**src/rtl/if_id_queue_pkg.sv**
```systemverilog
// -----------------------------------------------------------------------------
// if_id_queue_pkg
// Types shared between fetch, the IF/ID instruction queue and decode.
//   u64 / u32   : unsigned machine-word typedefs
//   PCINIT      : architectural reset PC
//   REG_IF_ID   : one fetched instruction (valid, pcPlus4, instr, instrAddr)
// -----------------------------------------------------------------------------
package if_id_queue_pkg;

   typedef logic [63:0] u64;
   typedef logic [31:0] u32;

   localparam u64 PCINIT = 64'h0000_0000_8000_0000;

   typedef struct packed {
      logic valid;
      u64   pcPlus4;
      u32   instr;
      u64   instrAddr;
   } REG_IF_ID;

endpackage

```
**src/rtl/if_id_queue_if.sv**
```systemverilog
// -----------------------------------------------------------------------------
// if_id_queue_if
// Bundle of the fetch-side and decode-side signals of the IF/ID queue.
//   fetchIn     : entry from fetch (accepted when fetchIn.valid=1)
//   fetchHold   : bubble-hold back to fetch
//   flush       : pipeline redirect, discards everything queued
//   decReady    : decode accepts decOut this cycle
//   decOut      : head entry, decOut.valid=1 when non-empty
//   count       : occupancy 0..DEPTH
//   overflowErr : sticky, an entry arrived while full with no dequeue
// master = the pipeline around the queue, slave = the queue itself.
// -----------------------------------------------------------------------------
interface if_id_queue_if #(
   parameter int DEPTH = 4
);
   localparam int PTR_W = $clog2(DEPTH);

   if_id_queue_pkg::REG_IF_ID fetchIn;
   logic                      fetchHold;
   logic                      flush;
   logic                      decReady;
   if_id_queue_pkg::REG_IF_ID decOut;
   logic [PTR_W:0]            count;
   logic                      overflowErr;

   modport master (
      output fetchIn, flush, decReady,
      input  fetchHold, decOut, count, overflowErr
   );

   modport slave (
      input  fetchIn, flush, decReady,
      output fetchHold, decOut, count, overflowErr
   );

endinterface

```
**src/rtl/if_id_queue_mem.sv**
```systemverilog
// -----------------------------------------------------------------------------
// if_id_queue_mem
// DEPTH x REG_IF_ID storage for the instruction queue. Not reset: the
// control logic never presents an entry that was not written first.
//   clk      : clock
//   we_i     : write enable
//   waddr_i  : write slot
//   wdata_i  : entry to store
//   raddr_i  : read slot
//   rdata_o  : entry at raddr_i (asynchronous read)
// -----------------------------------------------------------------------------
module if_id_queue_mem
   import if_id_queue_pkg::*;
#(
   parameter int DEPTH = 4,
   localparam int PTR_W = $clog2(DEPTH)
) (
   input  logic             clk,
   input  logic             we_i,
   input  logic [PTR_W-1:0] waddr_i,
   input  REG_IF_ID         wdata_i,
   input  logic [PTR_W-1:0] raddr_i,
   output REG_IF_ID         rdata_o
);

   REG_IF_ID mem_q [DEPTH];

   always_ff @(posedge clk) begin
      if (we_i) begin
         mem_q[waddr_i] <= wdata_i;
      end
   end

   assign rdata_o = mem_q[raddr_i];

endmodule

```
**src/rtl/if_id_queue.sv**
```systemverilog
// -----------------------------------------------------------------------------
// if_id_queue
// In-order instruction queue between fetch and decode.
//   clk : clock, all state on posedge
//   rst : asynchronous active-low reset
//   q   : if_id_queue_if.slave (fetchIn, fetchHold, flush, decReady,
//         decOut, count, overflowErr)
// Full/empty are derived from the occupancy counter, never from the
// pointers. Flush overrides both enqueue and dequeue.
// -----------------------------------------------------------------------------
module if_id_queue
   import if_id_queue_pkg::*;
#(
   parameter int DEPTH = 4
) (
   input  logic         clk,
   input  logic         rst,
   if_id_queue_if.slave q
);

   localparam int PTR_W = $clog2(DEPTH);

   localparam logic [PTR_W:0]   FULL_CNT = (PTR_W+1)'(DEPTH);
   localparam logic [PTR_W:0]   HOLD_CNT = (PTR_W+1)'(DEPTH-1);
   localparam logic [PTR_W:0]   CNT_ONE  = (PTR_W+1)'(1);
   localparam logic [PTR_W-1:0] PTR_ONE  = PTR_W'(1);

   logic [PTR_W-1:0] wrPtr_q, wrPtr_d;
   logic [PTR_W-1:0] rdPtr_q, rdPtr_d;
   logic [PTR_W:0]   count_q, count_d;
   logic             overflowErr_q, overflowErr_d;

   logic     notEmpty;
   logic     full;
   logic     enq;
   logic     deq;
   REG_IF_ID headEntry;
   REG_IF_ID decOut_c;

   assign notEmpty = (count_q != '0);
   assign full     = (count_q == FULL_CNT);

   // A dequeue in the same cycle frees the slot, so a full queue can still
   // accept an entry when decode is draining it.
   assign deq = notEmpty & q.decReady & ~q.flush;
   assign enq = q.fetchIn.valid & ~q.flush & (~full | deq);

   always_comb begin
      wrPtr_d       = wrPtr_q;
      rdPtr_d       = rdPtr_q;
      count_d       = count_q;
      overflowErr_d = overflowErr_q;
      if (q.flush) begin
         wrPtr_d = '0;
         rdPtr_d = '0;
         count_d = '0;
      end else begin
         if (enq) wrPtr_d = wrPtr_q + PTR_ONE;
         if (deq) rdPtr_d = rdPtr_q + PTR_ONE;
         unique case ({enq, deq})
            2'b10:   count_d = count_q + CNT_ONE;
            2'b01:   count_d = count_q - CNT_ONE;
            default: count_d = count_q;
         endcase
         // Entry arriving at a full queue with nobody draining is lost.
         if (q.fetchIn.valid & full & ~deq) overflowErr_d = 1'b1;
      end
   end

   always_ff @(posedge clk or negedge rst) begin
      if (!rst) begin
         wrPtr_q       <= '0;
         rdPtr_q       <= '0;
         count_q       <= '0;
         overflowErr_q <= 1'b0;
      end else begin
         wrPtr_q       <= wrPtr_d;
         rdPtr_q       <= rdPtr_d;
         count_q       <= count_d;
         overflowErr_q <= overflowErr_d;
      end
   end

   if_id_queue_mem #(
      .DEPTH (DEPTH)
   ) u_mem (
      .clk     (clk),
      .we_i    (enq),
      .waddr_i (wrPtr_q),
      .wdata_i (q.fetchIn),
      .raddr_i (rdPtr_q),
      .rdata_o (headEntry)
   );

   // Stored slots may hold stale data; validity comes only from occupancy.
   always_comb begin
      decOut_c       = headEntry;
      decOut_c.valid = notEmpty;
   end

   assign q.decOut      = decOut_c;
   assign q.count       = count_q;
   // Threshold at DEPTH-1 leaves room for the entry fetch already has in flight.
   assign q.fetchHold   = (count_q >= HOLD_CNT);
   assign q.overflowErr = overflowErr_q;

endmodule

```
**src/flat_wrapper.sv**
```systemverilog
// flat-port wrapper written by rule: the top's interface ports become plain ports
module if_id_queue_flat import if_id_queue_pkg::*;
#(
   parameter int DEPTH = 4
)
  (clk, rst, q_fetchIn, q_flush, q_decReady, q_fetchHold, q_decOut, q_count, q_overflowErr);
  if_id_queue_if #(.DEPTH(DEPTH)) q_i ();
  input  logic clk;
  input  logic rst;
  input wire logic [$bits(q_i.fetchIn)-1:0] q_fetchIn;
  input wire logic [$bits(q_i.flush)-1:0] q_flush;
  input wire logic [$bits(q_i.decReady)-1:0] q_decReady;
  output wire logic [$bits(q_i.fetchHold)-1:0] q_fetchHold;
  output wire logic [$bits(q_i.decOut)-1:0] q_decOut;
  output wire logic [$bits(q_i.count)-1:0] q_count;
  output wire logic [$bits(q_i.overflowErr)-1:0] q_overflowErr;
  assign q_i.fetchIn = q_fetchIn;
  assign q_i.flush = q_flush;
  assign q_i.decReady = q_decReady;
  assign q_fetchHold = q_i.fetchHold;
  assign q_decOut = q_i.decOut;
  assign q_count = q_i.count;
  assign q_overflowErr = q_i.overflowErr;
  if_id_queue #(.DEPTH(DEPTH)) u_core (.clk(clk), .rst(rst), .q(q_i));
endmodule
```
**config.mk**
```make
export PLATFORM = sky130hd
export DESIGN_NAME = if_id_queue_flat
export DESIGN_NICKNAME = d
export VERILOG_FILES = /design/src/rtl/if_id_queue_pkg.sv /design/src/rtl/if_id_queue_if.sv /design/src/rtl/if_id_queue_mem.sv /design/src/rtl/if_id_queue.sv /design/src/flat_wrapper.sv
export SDC_FILE = /design/constraint.sdc
export NUM_CORES = 1
export LEC_CHECK = 0
export CORE_UTILIZATION = 55
export DETAILED_ROUTE_END_ITERATION = 7
export GPL_ROUTABILITY_DRIVEN = 0
export PLACE_DENSITY = 0.91
export SYNTH_ARGS = -nofsm -noshare
export SYNTH_HDL_FRONTEND = slang
export SYNTH_HIERARCHICAL = 1
export SYNTH_SLANG_ARGS = --single-unit
```
**constraint.sdc**
```tcl
create_clock -name clk -period 36.9 [get_ports clk]
set_input_delay 3.69 -clock clk [delete_from_list [all_inputs] [get_ports clk]]
set_output_delay 3.69 -clock clk [all_outputs]
set_load 0.05 [all_outputs]
```
==> impl_metrics.csv, run 1 <==
group,metric,value,unit
timing,setup_viol,0,
worst_setup_path,endpoint_kind,"output port",
floorplan,dieHeight,210,um
clocking,clk_pin_slew,0.07,ns
floorplan,pin_count,331,
timing,slew_viol_final,0,
timing,fin_skew,0.0158,ns
timing,min_period_over_period,22.5,%
clocking,clkSinkCount,648,
timing,finalHoldViolCount,0,
timing,tightest_slew,1.07,ns
grt,grt_max_degree,69,
final_layout,fin_util,69.8,%
grt,overflow,0,
clocking,htreeDepth,2,
final_layout,nets,1433,
drt,vias,10900,
drt,drcViolationCount,0,
drt,ant_nets,0,
drt,first_pass_iters,5,
run,maxCapViolCount,0,
power_and_ir_drop,p_leak,9.21,nW
worst_hold_path,worstHoldPathType,"reg -> reg",
drt,drtIter0Drc,933,
drt,wl,47800,um
final_layout,stdcell_count,1861,
clocking,clk-insertion-delay-late,0.60,ns
placed_design,io_buffers,330,
timing,fmax,121,MHz
placed_design,dp.cells,1744,
worst_setup_path,worstSetupPathType,"reg -> out",
clocking,cts_made_buffers,60,
clocking,clock_path_buffers,3,
worst_setup_path,critPathRequiredTime,33.21,ns
power_and_ir_drop,power_per_cell_area,57.3,nW/um^2
grt,grt_pass1_wl,71000,um
worst_setup_path,ff2ff_path_depth,4,
yosys,syn-num-nets,1069,
yosys,postSynthCellCount,903,
outcome,status,"complete, no violations",
final_layout,area_delta_synth_final,24.5,%
floorplan,die_w,210,um
worst_setup_path,crit_fanout,49,
grt,antenna_found_initial,9,
drt,wire_per_inst,25.7,um
timing,min_period,8.29,ns
clocking,cts_hold_buf,0,
final_layout,fin_area,29500,um^2
clocking,cts_setup_buffers,0,
clocking,cts.repair.resized,0,
final_layout,layout-drive-gt1-share,21.3,%
grt,grtUsageTotal,22.1,%
clocking,clockRootBuffer,"clkbuf_16",
yosys,avgSynthCellArea,26.2,um^2
yosys,ys.warnings.count,6,
floorplan,rows,75,
floorplan,initial_core_util,56.1,%
timing,rsz0062_at_grt,"no",
floorplan,core_area,42200,um^2
power_and_ir_drop,peakVddDrop,0.0453,mV
drt,vias_per_cell,5.87,
yosys,synth_area,23700,um^2
placed_design,post_dp_cell_area,27500,um^2
timing,relSlewSlack,28.8,%
final_layout,nFillCells,2424,
worst_hold_path,whs_path_depth,1,
worst_setup_path,cp-start-kind,"register",
floorplan,die-area,43900,um^2
grt,grt_pass1_vias,11700,
clocking,cts_tree,"built",
timing,finalSetupTns,0,ns
placed_design,dp_hpwl,28300,um
worst_setup_path,arrival,4.60,ns
## worst max-delay path, stage by stage, from the launching register on
cell and delay, ns:
dfrtp_4 0.82, buf_4 0.90, buf_4 0.89, mux4_2 0.64
clkdlybuf4s50_1 0.72
## flip-flops by register name (all words and copies together) (netlist names)
| signal | count |
|---|---|
| u_core/q.overflowErr | 1 |
| u_core/rdPtr_q | 2 |
| u_core/q.count | 3 |
| u_core/wrPtr_q | 2 |
| u_core/u_mem/mem_q | 640 |
## stage by stage
| step | worst slack [ns] | power, W | hold slack, ns |
|---|---|---|---|
| floorplan | 20.24 | 0.00102 | 0.499 |
| global placement | 29.12 | 0.00109 | 0.460 |
| detailed placement | 29.12 | 0.00110 | 0.482 |
| CTS | 28.44 | 0.00171 | 0.506 |
| global route | 28.24 | 0.00174 | 0.525 |
| finish | 28.61 | 0.00169 | 0.513 |
## final timing paths
path | slack, ns | from | end
max in group asynchronous | 33.18 | rst | u_core/rdPtr_q[1]$_DFFE_PN0P_
worst min register to register | 0.51 | u_core/q.overflowErr$_DFFE_PN0P_ | u_core/q.overflowErr$_DFFE_PN0P_
worst max register to register | 33.34 | u_core/q.count[0]$_DFFE_PN0P_ | u_core/u_mem/mem_q[1][93]$_DFFE_PP_
min in group asynchronous | 3.39 | rst | u_core/rdPtr_q[0]$_DFFE_PN0P_
worst max-delay path | 28.61 | u_core/rdPtr_q[0]$_DFFE_PN0P_ | q_decOut[133]
worst min-delay path | 0.51 | u_core/q.overflowErr$_DFFE_PN0P_ | u_core/q.overflowErr$_DFFE_PN0P_
## layout make-up
class | instances | area, um^2 | share of cell area (%)
Sequential cell | 648 | 19400 | 65.9
Multi-Input combinational cell | 207 | 3980 | 13.5
Timing Repair Buffer | 345 | 3420 | 11.6
Clock buffer | 67 | 1550 | 5.25
Tap cell | 539 | 674 | 2.29
Clock inverter | 45 | 415 | 1.41
Inverter | 5 | 18.8 | 0.0636
Antenna cell | 5 | 12.5 | 0.0424
## layout by cell type (no fill, tap or decap), drive strengths merged, types with 2 or more instances in the layout
master         instances
xor2                   2
clkbuf                67
a31oi                  3
clkdlybuf4s50        330
nor3                   2
inv                    8
mux4                 160
a21oi                  3
nand3                  3
and3b                  2
diode                  5
dfrtp                  8
bufinv                 7
edfxtp               640
or2                    2
buf                   15
or3                    2
clkinvlp               7
nand2b                 2
nor3b                  3
clkinv                28
o31ai                  2
o21ai                  2
nor2                   2
## report_power, final
part	total (W)	internal, W	leakage, nW	switching, W
sequential	0.000838	0.000829	5.92	0.00000922
combinational	0.000244	0.0000962	2.34	0.000148
clock	0.000609	0.000351	0.953	0.000258
total	0.00169	0.00128	9.21	0.000415
## routing by layer
layer	vias to the layer above	share of wire, %	global-route usage [%]
li1	4668	-	-
met1	5681	38	28.6
met2	486	52	37.2
met3	88	8.0	5.40
met4	10	2.4	7.25
met5	-	0.17	0
Note: power is estimated with default switching activity, not from simulation.
==> inputs of run 2 (changes only) <==
--- a/config.mk
+++ b/config.mk
@@ -5,10 +5,10 @@
 export SDC_FILE = /design/constraint.sdc
 export NUM_CORES = 1
 export LEC_CHECK = 0
-export CORE_UTILIZATION = 55
+export CORE_UTILIZATION = 54
 export DETAILED_ROUTE_END_ITERATION = 7
 export GPL_ROUTABILITY_DRIVEN = 0
-export PLACE_DENSITY = 0.91
+export PLACE_DENSITY = 0.9
 export SYNTH_ARGS = -nofsm -noshare
 export SYNTH_HDL_FRONTEND = slang
 export SYNTH_HIERARCHICAL = 1
==> constraint.sdc (replaced) <==
create_clock -name clk -period 8.42 [get_ports clk]
set_input_delay 0.842 -clock clk [delete_from_list [all_inputs] [get_ports clk]]
set_output_delay 0.842 -clock clk [all_outputs]
set_load 0.05 [all_outputs]
==> impl_metrics.csv, run 2 (synthesis gave the netlist of run 1 again) <==
group,metric,value,unit
outcome,status,"complete, no violations",
timing,min_period_over_period,54.2,%
floorplan,dieHeight,211,um
worst_setup_path,crit_path_top_delay_cell,"dfrtp_4",
final_layout,final_cell_mix,"edfxtp_1, clkdlybuf4s50_1, mux4_2, clkbuf_16",
final_layout,fin_area,29700,um^2
floorplan,initial_core_util,54.9,%
worst_setup_path,arrival,3.72,ns
timing,finalWorstSetupSlack,3.86,ns
drt,wire_per_inst,25.2,um
power_and_ir_drop,peakVddDrop,0.199,mV
clocking,clk_pin_slew,0.06,ns
final_layout,regMostFlops,"u_core/u_mem/mem_q",
placed_design,post_dp_cell_area,27600,um^2
drt,dr_wl_met2,24000,um
timing,tightest_slew,1.09,ns
grt,grt_pass1_wl,70800,um
drt,first_pass_iters,5,
drt,wl_met1,18600,um
grt,overflow,0,
floorplan,die_w,211,um
drt,drcViolationCount,0,
timing,setup_viol,0,
drt,top_layer,"met5",
worst_setup_path,crit_fanout,70,
clocking,cts_setup_buffers,0,
clocking,cts.repair.resized,0,
worst_setup_path,ff2ff_path_depth,4,
worst_setup_path,cp.depth,3,
worst_setup_path,reg2reg_from,"u_core/q.count[2]$_DFFE_PN0P_",
timing,slew_viol_final,0,
grt,grt_max_degree,161,
grt,grt_pass1_vias,11700,
timing,hold_slack,0.551,ns
clocking,htreeDepth,3,
worst_setup_path,cp-start-kind,"register",
drt,drtIter0Drc,917,
clocking,clock_path_buffers,3,
worst_setup_path,cp.buffers_inverters,2,
timing,finalSetupTns,0,ns
run,maxCapViolCount,0,
power_and_ir_drop,p_leak,9.26,nW
final_layout,layout-drive-gt1-share,20.8,%
grt,antenna_found_initial,5,
worst_setup_path,cp_top_family,"buffers and inverters",
clocking,clockRootBuffer,"clkbuf_16",
final_layout,fin_util,68.7,%
clocking,cts_tree,"built",
worst_setup_path,critPathMaxStageDelay,1.13,ns
clocking,cts_hold_buf,0,
floorplan,die-area,44700,um^2
final_layout,final_common_cell,"edfxtp_1",
drt,ant_nets,0,
final_layout,largest_reg_flops,640,
timing,rsz0062_at_grt,"no",
timing,finalHoldViolCount,0,
drt,wl,47900,um
drt,wl_met3,4250,um
floorplan,core_area,43200,um^2
timing,min_period,4.56,ns
floorplan,pin_count,331,
grt,grtUsageTotal,21.7,%
worst_setup_path,crit_chain,"buf_4 > mux4_2 > clkdlybuf4s50_1",
worst_setup_path,worstSetupPathType,"reg -> out",
timing,relSlewSlack,27.6,%
drt,vias,10900,
placed_design,io_buffers,330,
final_layout,area_delta_synth_final,25.2,%
worst_setup_path,r2r_end,"u_core/u_mem/mem_q[2][50]$_DFFE_PP_",
worst_setup_path,rrSetupSlack,4.93,ns
power_and_ir_drop,power_per_cell_area,254,nW/um^2
placed_design,preCtsSetupSlack,4.00,ns
worst_setup_path,startpoint,"u_core/rdPtr_q[1]$_DFFE_PN0P_",
floorplan,rows,76,
placed_design,dp_hpwl,27000,um
drt,vias_per_cell,5.74,
timing,fmax,219,MHz
worst_hold_path,worstHoldPathType,"in -> async",
final_layout,nets,1434,
worst_setup_path,critPathRequiredTime,7.58,ns
clocking,clkSinkCount,648,
worst_setup_path,endpoint_kind,"output port",
clocking,clk-insertion-delay-late,0.57,ns
timing,fin_skew,0.0184,ns
clocking,cts_made_buffers,66,
-- run 2: cell types whose count changed in the layout (fill, tap and decap cells not counted), moves of 2 or more --
cell,previous run,this run
clkbuf_16,61,69
clkinvlp_4,7,1
buf_4,15,7
bufinv_16,7,5
clkinv_2,15,12
clkbuf_1,6,11
buf_12,0,3
-- run 2: where the power goes --
part / internal (W) / leakage (nW) / switching, W
Clock: 0.00165 / 1.02 / 0.00115
Sequential: 0.00363 / 5.92 / 0.0000441
Combinational: 0.000422 / 2.33 / 0.000646
Total: 0.00571 / 9.26 / 0.00184
-- run 2: worst register-to-register path: cells and delay by family, from the launching register on --
kind,cells,cell delay (ns)
simple gates,3,1.53
flops,1,0.56
buf+inv,1,0.91
-- run 2: area by class of cell --
type,count,area (um^2)
tap,585,732
clock buffer,81,1780
timing repair buffer,340,3420
antenna,4,10.0
fill,2565,13500
clock inverter,33,289
sequential,648,19400
multi-input combinational,207,3990
inverter,5,18.8
-- run 2: layer usage --
metal,vias to the layer above,global-route usage (%)
li1,4659,-
met3,78,7.05
met1,5698,28.0
met5,-,0
met4,4,7.12
met2,485,35.2
-- run 2: how the worst max path moves through the flow --
stage                                                endpoint
after floorplan            u_core/u_mem/mem_q[0][0]$_DFFE_PP_
after global placement    u_core/u_mem/mem_q[1][65]$_DFFE_PP_
after detailed placement  u_core/u_mem/mem_q[2][32]$_DFFE_PP_
after CTS                                       q_decOut[156]
after global routing                            q_decOut[159]
final                                           q_decOut[156]
-- run 2: per-stage QoR --
stage | instances | power (W)
finish | 1903 | 0.00755
global placement | 1785 | 0.00479
CTS | 1899 | 0.00762
global route | 1901 | 0.00777
floorplan | 903 | 0.00445
detailed placement | 1785 | 0.00481
